===== config.mk =====
export PLATFORM = sky130hd
export DESIGN_NAME = ioctl_region_router_flat
export DESIGN_NICKNAME = d
export VERILOG_FILES = /design/src/rtl/ioctl_region_router_if.sv /design/src/rtl/ioctl_region_router.sv /design/src/flat_wrapper.sv
export SDC_FILE = /design/constraint.sdc
export NUM_CORES = 1
export LEC_CHECK = 0
export CAP_MARGIN = 40
export CORE_MARGIN = 4
export CORE_UTILIZATION = 23
export CTS_CLUSTER_DIAMETER = 80
export DETAILED_ROUTE_END_ITERATION = 6
export GPL_TIMING_DRIVEN = 1
export PLACE_DENSITY = 0.8
export SYNTH_ARGS = -nofsm -noshare
export SYNTH_HDL_FRONTEND = slang
export SYNTH_SLANG_ARGS = --single-unit

===== constraint.sdc =====
create_clock -name clk_sys -period 1.3 [get_ports clk_sys]
set_input_delay 0.39 -clock clk_sys [delete_from_list [all_inputs] [get_ports clk_sys]]
set_output_delay 0.39 -clock clk_sys [all_outputs]
set_load 0.02 [all_outputs]

===== src/rtl/ioctl_region_router_if.sv =====
// Bus bundle for the ROM download router: data_io byte stream in, NREG toggle-handshake
// SDRAM write ports out, plus load status.
interface ioctl_region_router_if #(
    parameter int NREG = 2,
    parameter int AW   = 25
);
    logic                   ioctl_download;
    logic [7:0]             ioctl_index;
    logic                   ioctl_wr;
    logic [AW-1:0]          ioctl_addr;
    logic [7:0]             ioctl_dout;
    logic [NREG-1:0]        port_req;
    logic [NREG-1:0]        port_ack;
    logic [NREG*(AW-1)-1:0] port_a;
    logic [NREG*16-1:0]     port_d;
    logic [NREG*2-1:0]      port_ds;
    logic                   busy;
    logic                   done;
    logic                   rom_loaded;
    logic                   overflow;

    modport master (
        output ioctl_download, ioctl_index, ioctl_wr, ioctl_addr, ioctl_dout, port_ack,
        input  port_req, port_a, port_d, port_ds, busy, done, rom_loaded, overflow
    );

    modport slave (
        input  ioctl_download, ioctl_index, ioctl_wr, ioctl_addr, ioctl_dout, port_ack,
        output port_req, port_a, port_d, port_ds, busy, done, rom_loaded, overflow
    );
endinterface


===== src/rtl/ioctl_region_router.sv =====
// ROM download router: packs the data_io byte stream into 16-bit words and issues them to
// one toggle req/ack SDRAM write port per address region.

// One SDRAM write port: holds a/d/ds and toggles req one cycle after a commit.
module ioctl_region_router_port #(
    parameter int AW = 25
) (
    input  logic          clk,
    input  logic          rst_n,
    input  logic          commit,
    input  logic [AW-2:0] wa,
    input  logic [15:0]   wd,
    input  logic [1:0]    wds,
    input  logic          ack,
    output logic          req,
    output logic [AW-2:0] a,
    output logic [15:0]   d,
    output logic [1:0]    ds,
    output logic          busy
);
    logic          pend_q, pend_d;
    logic          req_q, req_d;
    logic [AW-2:0] a_q, a_d;
    logic [15:0]   d_q, d_d;
    logic [1:0]    ds_q, ds_d;

    always_comb begin
        pend_d = commit;
        req_d  = req_q ^ pend_q;
        a_d    = a_q;
        d_d    = d_q;
        ds_d   = ds_q;
        if (commit) begin
            a_d  = wa;
            d_d  = wd;
            ds_d = wds;
        end
    end

    always_ff @(posedge clk or negedge rst_n) begin
        if (!rst_n) begin
            pend_q <= 1'b0;
            req_q  <= 1'b0;
            a_q    <= '0;
            d_q    <= '0;
            ds_q   <= '0;
        end else begin
            pend_q <= pend_d;
            req_q  <= req_d;
            a_q    <= a_d;
            d_q    <= d_d;
            ds_q   <= ds_d;
        end
    end

    // A freshly loaded word counts as outstanding before its req toggle is visible.
    assign busy = pend_q | (req_q ^ ack);
    assign req  = req_q;
    assign a    = a_q;
    assign d    = d_q;
    assign ds   = ds_q;
endmodule

module ioctl_region_router #(
    parameter int              NREG        = 2,
    parameter int              AW          = 25,
    parameter logic [7:0]      DL_INDEX    = 8'h00,
    parameter logic [NREG*AW-1:0] REGION_BASE = '0,
    parameter logic [NREG*AW-1:0] REGION_SIZE = '0
) (
    input logic clk_sys,
    input logic reset_n,
    ioctl_region_router_if.slave io
);
    localparam int RW = (NREG > 1) ? $clog2(NREG) : 1;

    localparam logic [2:0] ST_IDLE  = 3'd0;
    localparam logic [2:0] ST_LOAD  = 3'd1;
    localparam logic [2:0] ST_FLUSH = 3'd2;
    localparam logic [2:0] ST_DRAIN = 3'd3;
    localparam logic [2:0] ST_DONE  = 3'd4;

    logic [2:0]    state_q, state_d;
    logic          wr_q, dl_q;
    logic          hold_vld_q, hold_vld_d;
    logic [RW-1:0] hold_reg_q, hold_reg_d;
    logic [AW-2:0] hold_wa_q, hold_wa_d;
    logic [15:0]   hold_d_q, hold_d_d;
    logic [1:0]    hold_ds_q, hold_ds_d;
    logic          rom_loaded_q, rom_loaded_d;
    logic          overflow_q, overflow_d;

    logic          idx_match, wr_rise, dl_rise, dl_fall, accept, start;
    logic          hit;
    logic [RW-1:0] reg_sel;
    logic [AW-1:0] off, rb, rs;
    logic          cm_vld, drop;
    logic [RW-1:0] cm_reg;
    logic [AW-2:0] cm_wa;
    logic [15:0]   cm_d, mrg_d;
    logic [1:0]    cm_ds, mrg_ds;
    logic [NREG-1:0] cm_sel, port_busy;

    logic [NREG-1:0]         req_w;
    logic [NREG-1:0][AW-2:0] a_w;
    logic [NREG-1:0][15:0]   d_w;
    logic [NREG-1:0][1:0]    ds_w;

    assign idx_match = io.ioctl_download && (io.ioctl_index == DL_INDEX);
    assign wr_rise   = io.ioctl_wr && !wr_q;
    assign dl_rise   = io.ioctl_download && !dl_q;
    assign dl_fall   = !io.ioctl_download && dl_q;
    assign accept    = wr_rise && idx_match && hit;
    assign start     = (state_q == ST_IDLE) && dl_rise && idx_match;

    // Lowest matching region wins; offset compare avoids forming BASE+SIZE, which may wrap.
    always_comb begin
        hit     = 1'b0;
        reg_sel = '0;
        off     = '0;
        rb      = '0;
        rs      = '0;
        for (int i = 0; i < NREG; i++) begin
            rb = REGION_BASE[i*AW +: AW];
            rs = REGION_SIZE[i*AW +: AW];
            if (!hit && (rs != '0) && (io.ioctl_addr >= rb) && ((io.ioctl_addr - rb) < rs)) begin
                hit     = 1'b1;
                reg_sel = RW'(i);
                off     = io.ioctl_addr - rb;
            end
        end
    end

    always_comb begin
        hold_vld_d = hold_vld_q;
        hold_reg_d = hold_reg_q;
        hold_wa_d  = hold_wa_q;
        hold_d_d   = hold_d_q;
        hold_ds_d  = hold_ds_q;
        cm_vld     = 1'b0;
        cm_reg     = hold_reg_q;
        cm_wa      = hold_wa_q;
        cm_d       = hold_d_q;
        cm_ds      = hold_ds_q;
        mrg_d      = off[0] ? {io.ioctl_dout, hold_d_q[7:0]} : {hold_d_q[15:8], io.ioctl_dout};
        mrg_ds     = hold_ds_q | (off[0] ? 2'b10 : 2'b01);
        if (accept) begin
            if (hold_vld_q && ({hold_reg_q, hold_wa_q} == {reg_sel, off[AW-1:1]})) begin
                if (&mrg_ds) begin
                    cm_vld     = 1'b1;
                    cm_d       = mrg_d;
                    cm_ds      = mrg_ds;
                    hold_vld_d = 1'b0;
                end else begin
                    hold_d_d  = mrg_d;
                    hold_ds_d = mrg_ds;
                end
            end else begin
                // New key: the held partial (if any) goes out on the same cycle the byte lands.
                cm_vld     = hold_vld_q;
                hold_vld_d = 1'b1;
                hold_reg_d = reg_sel;
                hold_wa_d  = off[AW-1:1];
                hold_d_d   = off[0] ? {io.ioctl_dout, 8'h00} : {8'h00, io.ioctl_dout};
                hold_ds_d  = off[0] ? 2'b10 : 2'b01;
            end
        end else if (hold_vld_q && ((state_q == ST_FLUSH) || dl_fall)) begin
            cm_vld     = 1'b1;
            hold_vld_d = 1'b0;
        end
    end

    always_comb begin
        cm_sel = '0;
        drop   = 1'b0;
        for (int i = 0; i < NREG; i++) begin
            if (cm_vld && (cm_reg == RW'(i))) begin
                cm_sel[i] = !port_busy[i];
                drop      = drop | port_busy[i];
            end
        end
    end

    always_comb begin
        state_d      = state_q;
        rom_loaded_d = rom_loaded_q;
        overflow_d   = overflow_q;
        case (state_q)
            ST_IDLE:  if (start) state_d = ST_LOAD;
            ST_LOAD:  if (!io.ioctl_download) state_d = ST_FLUSH;
            ST_FLUSH: state_d = ST_DRAIN;
            ST_DRAIN: if (!hold_vld_q && !accept && !(|port_busy)) state_d = ST_DONE;
            ST_DONE:  state_d = ST_IDLE;
            default:  state_d = ST_IDLE;
        endcase
        if (start) begin
            rom_loaded_d = 1'b0;
            overflow_d   = 1'b0;
        end
        if (state_q == ST_DONE) rom_loaded_d = 1'b1;
        if (drop) overflow_d = 1'b1;
    end

    always_ff @(posedge clk_sys or negedge reset_n) begin
        if (!reset_n) begin
            state_q      <= ST_IDLE;
            wr_q         <= 1'b0;
            dl_q         <= 1'b0;
            hold_vld_q   <= 1'b0;
            hold_reg_q   <= '0;
            hold_wa_q    <= '0;
            hold_d_q     <= '0;
            hold_ds_q    <= '0;
            rom_loaded_q <= 1'b0;
            overflow_q   <= 1'b0;
        end else begin
            state_q      <= state_d;
            wr_q         <= io.ioctl_wr;
            dl_q         <= io.ioctl_download;
            hold_vld_q   <= hold_vld_d;
            hold_reg_q   <= hold_reg_d;
            hold_wa_q    <= hold_wa_d;
            hold_d_q     <= hold_d_d;
            hold_ds_q    <= hold_ds_d;
            rom_loaded_q <= rom_loaded_d;
            overflow_q   <= overflow_d;
        end
    end

    for (genvar g = 0; g < NREG; g++) begin : g_port
        ioctl_region_router_port #(.AW(AW)) u_port (
            .clk    (clk_sys),
            .rst_n  (reset_n),
            .commit (cm_sel[g]),
            .wa     (cm_wa),
            .wd     (cm_d),
            .wds    (cm_ds),
            .ack    (io.port_ack[g]),
            .req    (req_w[g]),
            .a      (a_w[g]),
            .d      (d_w[g]),
            .ds     (ds_w[g]),
            .busy   (port_busy[g])
        );
    end

    assign io.port_req   = req_w;
    assign io.port_a     = a_w;
    assign io.port_d     = d_w;
    assign io.port_ds    = ds_w;
    assign io.busy       = hold_vld_q | (|port_busy);
    assign io.done       = (state_q == ST_DONE);
    assign io.rom_loaded = rom_loaded_q;
    assign io.overflow   = overflow_q;
endmodule

===== src/flat_wrapper.sv =====
// flat-port wrapper written by rule: the top's interface ports become plain ports
module ioctl_region_router_flat 
#(
    parameter int              NREG        = 2,
    parameter int              AW          = 25,
    parameter logic [7:0]      DL_INDEX    = 8'h00,
    parameter logic [NREG*AW-1:0] REGION_BASE = '0,
    parameter logic [NREG*AW-1:0] REGION_SIZE = '0
)
  (clk_sys, reset_n, io_ioctl_download, io_ioctl_index, io_ioctl_wr, io_ioctl_addr, io_ioctl_dout, io_port_ack, io_port_req, io_port_a, io_port_d, io_port_ds, io_busy, io_done, io_rom_loaded, io_overflow);
  ioctl_region_router_if #(.NREG(NREG), .AW(AW)) io_i ();
  input logic clk_sys;
  input logic reset_n;
  input wire logic [$bits(io_i.ioctl_download)-1:0] io_ioctl_download;
  input wire logic [$bits(io_i.ioctl_index)-1:0] io_ioctl_index;
  input wire logic [$bits(io_i.ioctl_wr)-1:0] io_ioctl_wr;
  input wire logic [$bits(io_i.ioctl_addr)-1:0] io_ioctl_addr;
  input wire logic [$bits(io_i.ioctl_dout)-1:0] io_ioctl_dout;
  input wire logic [$bits(io_i.port_ack)-1:0] io_port_ack;
  output wire logic [$bits(io_i.port_req)-1:0] io_port_req;
  output wire logic [$bits(io_i.port_a)-1:0] io_port_a;
  output wire logic [$bits(io_i.port_d)-1:0] io_port_d;
  output wire logic [$bits(io_i.port_ds)-1:0] io_port_ds;
  output wire logic [$bits(io_i.busy)-1:0] io_busy;
  output wire logic [$bits(io_i.done)-1:0] io_done;
  output wire logic [$bits(io_i.rom_loaded)-1:0] io_rom_loaded;
  output wire logic [$bits(io_i.overflow)-1:0] io_overflow;
  assign io_i.ioctl_download = io_ioctl_download;
  assign io_i.ioctl_index = io_ioctl_index;
  assign io_i.ioctl_wr = io_ioctl_wr;
  assign io_i.ioctl_addr = io_ioctl_addr;
  assign io_i.ioctl_dout = io_ioctl_dout;
  assign io_i.port_ack = io_port_ack;
  assign io_port_req = io_i.port_req;
  assign io_port_a = io_i.port_a;
  assign io_port_d = io_i.port_d;
  assign io_port_ds = io_i.port_ds;
  assign io_busy = io_i.busy;
  assign io_done = io_i.done;
  assign io_rom_loaded = io_i.rom_loaded;
  assign io_overflow = io_i.overflow;
  ioctl_region_router #(.NREG(NREG), .AW(AW), .DL_INDEX(DL_INDEX), .REGION_BASE(REGION_BASE), .REGION_SIZE(REGION_SIZE)) u_core (.clk_sys(clk_sys), .reset_n(reset_n), .io(io_i));
endmodule

# [Word level (Yosys, flattened, before mapping)]
# Cells that the tools add are included.
[word_totals] reg_bits=6 input_bits=47 out_inout_bits=90 wordCells=28
[classes] eq_ne=7 n_mux=6 n_reduce_logical=11
[ops] cell="case mux 3 bit (4 select lines)" n=1
[ops] cell="2-to-1 mux 3 bit" n=3
[ops] cell="logical NOT 8 bit" n=1
[ops] cell="== test 3 x 2 -> 1 bit, second input constant" n=2
[ops] cell="logical AND 1 bit" n=4
[ops] cell="!= test 2 x 1 -> 1 bit, second input constant" n=2
[ops] cell="== test 3 x 1 -> 1 bit, second input constant" n=1
[ops] cell="== test 3 bit, second input constant" n=1
[ops] cell="logical NOT 3 bit" n=1
[ops] cell="AND reduction 3 bit" n=1
[ops] cell="logical NOT 1 bit" n=2
[ops] cell="2-to-1 mux 1 bit" n=2
[ops] cell="!= test 2 bit, second input constant" n=1
[ops] cell="nonzero test 2 bit" n=1
[ops] cell="OR reduction 2 bit" n=1

# [Logic depth before layout (Yosys ltp)]
# Gate-level depths: netlist of run 1.
[depth] word_depth=6 mapped_depth=3 ltp_nobuf=3

# [Hierarchy]
# From an unflattened synthesis of run 1, not the netlist that was laid out.
[hier_totals] hier_cells=211 hier_area_um2=3945.0
[by_module_without_submodules] module="ioctl_region_router_port" instances=2 cells_each=94 area_each_um2=1839.3 seq_area_each_um2=1101.1
[by_module_without_submodules] module="ioctl_region_router" instances=1 cells_each=23 area_each_um2=266.5 seq_area_each_um2=125.1

# [Worst setup path before layout of run 1]
# No wires, ideal clock.
[synth_path] path_type="register to output" from="reg u_core.state_q[1]" to="out io_done" arrival_ps=817 required_ps=910 setup_slack_ps=93 stages_incl_launch_ff=3 path_buffers=0 path_cell_list="dfrtp_1 > nor2_1 > and2_1"
[synth_via] elab_chain_len=1
[synth_lines] item="from (decl)" line="ioctl_region_router.sv:83" text="logic [2:0] state_q, state_d;"
[synth_lines] item="from (signal assigned)" line="ioctl_region_router.sv:217" text="state_q <= state_d;"
[synth_lines] item="== test 3 bit" line="ioctl_region_router.sv:252" text="assign io.done = (state_q == ST_DONE);"
[synth_lines] item="to (decl)" line="flat_wrapper.sv:25" text="output wire logic [$bits(io_i.done)-1:0] io_done;"
# No other way between the ends.

# [Worst setup path in the final report of run 1]
# Ends and elaborated chain as after synthesis.

==> results of run 1 <==
state kept, by name (all words and copies together), names as in the netlist:
signal                count
u_core.dl_q               1
u_core.state_q            3
u_core.io.rom_loaded      1
metal layers:
layer / GRT usage / share of wire
met5: 0 / 0
met4: 0.0251 / 0.0050
met3: 0.0241 / 0.21
met2: 0.0721 / 0.50
met1: 0.0489 / 0.29
power by group through the flow:
| stage | clock, mW | combinational, mW | sequential [mW] |
|---|---|---|---|
| after floorplan | 0 | 0.545 | 0.281 |
| after global placement | 0 | 0.590 | 0.238 |
| after detailed placement | 0 | 0.601 | 0.240 |
| after CTS | 0.291 | 0.597 | 0.245 |
| after global routing | 0.310 | 0.653 | 0.254 |
| final | 0.284 | 0.600 | 0.245 |
final cells by class:
cell class	count	area, µm²	area share
multi-input cells	103	478	0.534
well taps	48	60.1	0.0671
flip-flops and latches	5	125	0.140
repair buffers	22	186	0.208
clock buffers	4	45.0	0.0503
kinds of logic (layout without fill, tap and decap cells):
logic type / Yosys count / count (layout) / synth area share
buffers and inverters: 87 / 26 / 0.716
and+or+nand+nor: 12 / 12 / 0.100
AOI/OAI and AO/OA: 3 / 3 / 0.0315
muxes: 1 / 1 / 0.0110
DFF: 5 / 5 / 0.137
other: 1 / 87 / 0.00411
how the worst max path moves through the flow:
stage | to | slack (ns) | cells past startpoint
floorplan | io_done | 0.09 | 2
global placement | io_busy | -0.74 | 3
detailed placement | io_busy | -0.74 | 3
CTS | io_done | -0.10 | 3
global route | io_done | -0.16 | 3
finish | io_done | -0.09 | 3
cell usage after synthesis:
cell,n,area share
or3_1,1,0.0069
dfrtp_1,5,0.14
nor3b_2,1,0.014
nor4b_2,1,0.016
mux2i_1,1,0.011
nand3_1,1,0.0055
buf_4,87,0.72
a21oi_1,1,0.0055
or3b_1,1,0.0096
nor2_1,3,0.012
nor3b_1,1,0.0082
o22a_1,1,0.0096
or2_2,1,0.0069
and2_1,1,0.0069
conb_1,1,0.0041
a221oi_2,1,0.016
nor4_2,1,0.014
per-stage QoR:
stage / hold WS [ns] / TNS [ns] / utilization
floorplan: 0.0944 / 0 / -
finish: 0.402 / -0.0854 / 0.239
global route: 0.412 / -0.165 / 0.239
CTS: 0.408 / -0.120 / 0.240
global placement: 0.515 / -2.30 / 0.226
detailed placement: 0.522 / -2.34 / 0.226
critical path, cell delays in order, from the launching register on:
cell	delay [ns]
dfrtp_1	0.38
nor2_2	0.13
and2_4	0.16
buf_6	0.11
repair_timing:
action / 4_1_cts / 5_1_grt
setup endpoints to repair: 6 / 2
pin swaps: 7 / 2
gates resized for setup: 31 / 1
cloned: 0 / 0
==> results.md, run 1 <==
- Status: complete, but fails checks
- Failing checks: setup timing
- Commonest non-fill, non-tap cell in the layout: conb_1
- Total power: 1.13 mW
- Worst R2R Setup Slack: 0.11 ns
- Hold WC Path Type: in -> async
- # diodes: 0
- Type of destination of the critical path: primary output
- PD cells: 1260 mW/mm²
- Die X: 71.0 µm
- Layout cells sized above 1: 0.164
- Row count: 22
- Die Y: 71.0 µm
- Final hold vios: 0
- Hold-fix buffers at CTS: 0
- Mean Syn Cell Area: ~8.4 µm²
- Wire length per cell: approximately 7.6 µm
- Worst R2R End: u_core.state_q[1]
- Drt pass-1 iters: 4
- Total gr overflow: 0
- Maximum VDD drop: 0.618 mV
- First-pass GRT wire length: 1740 µm
- Vias in the first global route: 359
- RD Place Congestion: 0.757
- Cell Count, Final, Fillers Out: about 180
- Reg2reg path depth: 4
- Io pins: between 100 and 150
- Mapped cell area: 912 µm²
- Worst-path clk slew: around 0.04 ns
- Tmin final: ~1.4 ns
- Worst-Skew Late Latency: 0.22 ns
- Seq/Total Area, Yosys: 0.137
- Combinational power share: 0.531
- # placed instances: 178
- DRC: 0
- Average vias per placed instance: 2.70
- Port bufs: 15
- Fmax: 0.722 GHz
- Worst Path Arrival: 1.00 ns
- Net Sw Frac: 0.426
- CTS H-tree depth: 1
- LEAKAGE: ~0.52 nW
- Final worst slack: -0.0854 ns
- Die footprint: approximately 0.0050 mm²
- Reg-to-Reg Start: u_core.state_q[0]
- Core ar.: 0.00374 mm²
- Initial Util: 0.244
- Design Area, Final: 895 µm²
- DR vias: 492
- Hpwl dp: ~1300 µm
- Yosys reg bits: 5
- CP required: 0.91 ns
- Cells after Synth: 109
- Internal power component: between 0.6 and 0.7 mW
- Layout fillers: 453
- RSZ-0062 raised after global routing: yes
- Clock sinks: 5
- Max Cap Viol: 0
- Initial antenna violation count: 0
- Synth warn: 0
- Worst Path Max Fanout: 2
- Buffers from clock root to sink, at most: 2
- Final antenna-violating net count: 0
- Netlist cell types: 17
- All-Layer GR Usage: 0.0457
- Final worst path period share: 1.07
- Part of the power in registers: 0.217
- Switching pwr: 0.481 mW
- Largest net degree at the start of global routing: 6
- CTS tree: built
- Final wirelength: 1390 µm
- Iter 0 DRT Violations: 2
- Clock root cell: clkbuf_8
- Area Overhead vs Synth: -1.92%
- Endpoints failing setup: 1
- Critical Path Source: u_core.state_q[1]
- Pre-CTS WS: -0.739 ns
- Inserted Clock Buffers: 3
- Critical Path Start Type: register
- Power share of the clock group: 0.252
- Post-CTS Setup Inserts: 0
- CP Class: reg -> out
- Setup Skew: 0.000247 ns
- Final Max Slew Viols: 0
- Commonest non-fill, non-tap cells in the layout: 87 x conb_1, 7 x dlygate4sd2_1, 7 x buf_4
- Post-Place Cell Area: 845 µm²
- Nets: 182
No activity file was read; power rests on OpenSTA's default activity.
==> run 2: changes to the inputs <==
--- a/config.mk
+++ b/config.mk
@@ -5,13 +5,15 @@
 export SDC_FILE = /design/constraint.sdc
 export NUM_CORES = 1
 export LEC_CHECK = 0
-export CAP_MARGIN = 40
+export CAP_MARGIN = 20
+export CELL_PAD_IN_SITES_DETAIL_PLACEMENT = 0
+export CELL_PAD_IN_SITES_GLOBAL_PLACEMENT = 2
 export CORE_MARGIN = 4
-export CORE_UTILIZATION = 23
+export CORE_UTILIZATION = 10
 export CTS_CLUSTER_DIAMETER = 80
 export DETAILED_ROUTE_END_ITERATION = 6
 export GPL_TIMING_DRIVEN = 1
-export PLACE_DENSITY = 0.8
+export PLACE_DENSITY_LB_ADDON = 0.1
 export SYNTH_ARGS = -nofsm -noshare
 export SYNTH_HDL_FRONTEND = slang
 export SYNTH_SLANG_ARGS = --single-unit
==> run 2 against run 1 <==
- the run still ends with setup timing left
- first-iteration DRC count grew to 8.5 times the previous value
- hold slack worse by 0.00056 ns
- via count is 0.41% higher
- combinational power is 13% higher
- final cell count is 35% higher
- worst setup slack worse by 0.0060 ns
- largest cell class unchanged
==> results.md, run 2 (synthesized netlist as in run 1, its figures left out) <==
- DRC: 0 (unchanged)
- Fmax: 0.719 GHz (-0.43%)
- Setup Skew: 0.0000931 ns (-0.000154 ns)
- Max Cap Viol: 0 (unchanged)
- Hold WC Path Type: in -> async
- Largest net degree at the start of global routing: 6 (unchanged)
- Internal power component: 0.697 mW (+7.5%)
- Nets: 185 (+1.6%)
- Vias in the first global route: 387 (+7.8%)
- Power share of the clock group: 0.233 (-0.019)
- RD Place Congestion: 0.696 (-8.1%)
- Die X: 104 µm (+46%)
- Final wirelength: 1770 µm (+27%)
- Critical Path Start Type: register
- Clock root cell: clkbuf_8
- CP Class: reg -> out
- Row count: 34 (+55%)
- Worst Path Max Fanout: 2 (unchanged)
- Hold-fix buffers at CTS: 0 (unchanged)
- Total gr overflow: 0 (unchanged)
- Drt pass-1 iters: 2 (-2)
- PD cells: 1220 mW/mm² (-3.0%)
- Endpoints failing setup: 1 (unchanged)
- Worst-path clk slew: 0.03 ns (about the same)
- Failing checks: setup timing
- Area Overhead vs Synth: 7.13%
- Final worst path period share: 1.07 (+0.00462)
- Core ar.: 0.00881 mm² (+140%)
- Reg-to-Reg Start: u_core.state_q[0]
- Net Sw Frac: 0.417 (-0.00825)
- CTS tree: built
- Reg2reg path depth: 5 (+1)
- Layout cells sized above 1: 0.212 (+0.0475)
- Combinational power share: 0.565 (+0.034)
- Largest register FFs: 3 (unchanged)
- Maximum VDD drop: 0.379 mV (-39%)
- Setup crit end: io_done
- CTS H-tree depth: 1 (unchanged)
- DR vias: 494 (+0.41%)
- Buffers from clock root to sink, at most: 2 (unchanged)
- Final worst slack: -0.0914 ns (-0.00600 ns)
- First-pass GRT wire length: 2250 µm (+29%)
- Io pins: 137 (unchanged)
- Tmin final: 1.39 ns (+0.00600 ns)
- Commonest non-fill, non-tap cell in the layout: conb_1
- Final hold vios: 0 (unchanged)
- Final antenna-violating net count: 0 (unchanged)
- Die footprint: 0.0107 mm² (+110%)
- # diodes: 0 (unchanged)
- Worst-Skew Late Latency: 0.22 ns (about the same)
- LEAKAGE: 0.521 nW (+0.85%)
- Status: complete, but fails checks
- Design Area, Final: 977 µm² (+9.2%)
- Iter 0 DRT Violations: 17 (+15)
- Biggest register: u_core.state_q
- Critical Path Source: u_core.state_q[0]
- Hpwl dp: 1650 µm (+25%)
- Post-Place Cell Area: 912 µm² (+8.0%)
- Commonest non-fill, non-tap cells in the layout: 87 x conb_1, 10 x buf_4, 5 x dfrtp_1
- Die Y: 104 µm (+46%)
- Worst R2R End: u_core.state_q[1]
- Initial Util: 0.104 (-0.140)
- Inserted Clock Buffers: 3 (unchanged)
- Type of destination of the critical path: primary output
- Pre-CTS WS: -0.775 ns (-0.0366 ns)
- Average vias per placed instance: 2.02 (-25%)
- Worst Path Arrival: 1.00 ns (about the same)
- Initial antenna violation count: 0 (unchanged)
- Wire length per cell: 7.24 µm (-5.3%)
- Part of the power in registers: 0.201 (-0.016)
- CP required: 0.91 ns (about the same)
- Clock sinks: 5 (unchanged)
- Switching pwr: 0.499 mW (+3.9%)
- Port bufs: 15 (unchanged)
- Layout fillers: 1032 (+130%)
- All-Layer GR Usage: 0.0280 (-0.0177)
- RSZ-0062 raised after global routing: yes
- Worst R2R Setup Slack: 0.03 ns (-0.08 ns)
- Final Max Slew Viols: 0 (unchanged)
[run 2: cell count changes in the layout (fill, tap and decap cells not counted), moves of 2 or more]
| cell | change |
|---|---|
| clkbuf_2 | +2 |
| clkdlybuf4s15_1 | +2 |
| dlygate4sd2_1 | -5 |
| buf_4 | +3 |
[run 2: power by group through the flow]
stage / combinational, mW / sequential [mW] / clock, mW
floorplan: 0.545 / 0.281 / 0
global placement: 0.612 / 0.238 / 0
detailed placement: 0.610 / 0.237 / 0
CTS: 0.626 / 0.241 / 0.286
global route: 0.725 / 0.248 / 0.299
finish: 0.676 / 0.241 / 0.279
[run 2: metrics by stage]
step	cells	power (mW)	util	hold slack (ns)	setup TNS (ns)
5_1_grt	245	1.27	0.111	0.424	-0.168
3_3_place_gp	237	0.851	0.104	0.530	-2.33
3_5_place_dp	237	0.847	0.104	0.526	-2.48
2_1_floorplan	195	0.826	-	0.0944	0
6_report	245	1.20	0.111	0.402	-0.0914
4_1_cts	243	1.15	0.110	0.410	-0.0814
[run 2: worst min-delay path by stage]
stage | cells past startpoint | startpoint | to | slack [ns]
after floorplan | 0 | reset_n | u_core.dl_q | 0.09
after global placement | 2 | u_core.state_q[2] | u_core.state_q[0] | 0.53
after detailed placement | 2 | u_core.state_q[2] | u_core.state_q[0] | 0.53
after CTS | 1 | reset_n | u_core.dl_q | 0.41
after global routing | 1 | reset_n | u_core.state_q[2] | 0.42
final | 1 | reset_n | u_core.dl_q | 0.40
[run 2: layer usage]
layer | share of wire | global-route usage | vias up | wire (µm)
met5 | 0 | 0 | - | 0
met4 | 0 | 0.00570 | 0 | 0
met3 | 0.17 | 0.0230 | 0 | 309
met2 | 0.46 | 0.0397 | 63 | 810
met1 | 0.37 | 0.0326 | 207 | 653
li1 | - | - | 224 | -
[run 2: area by class of cell]
cell class	count	area, µm²	area share
multi-input combinational	103	472	0.483
sequential	5	125	0.128
clock buffer	4	45.0	0.0461
tap	108	135	0.138
timing repair buffer	25	200	0.205
[run 2: critical path, stage by stage (launching register included)]
cell and delay, ns:
dfrtp_1 0.37, nor2_2 0.13, and2_4 0.16, buf_6 0.11
[run 2: repair_timing]
item / CTS / global route
buffers inserted: 2 / 2
pin swaps: 6 / 6
setup endpoints to repair: 6 / 3
gates cloned: 0 / 0
resized for setup: 34 / 8
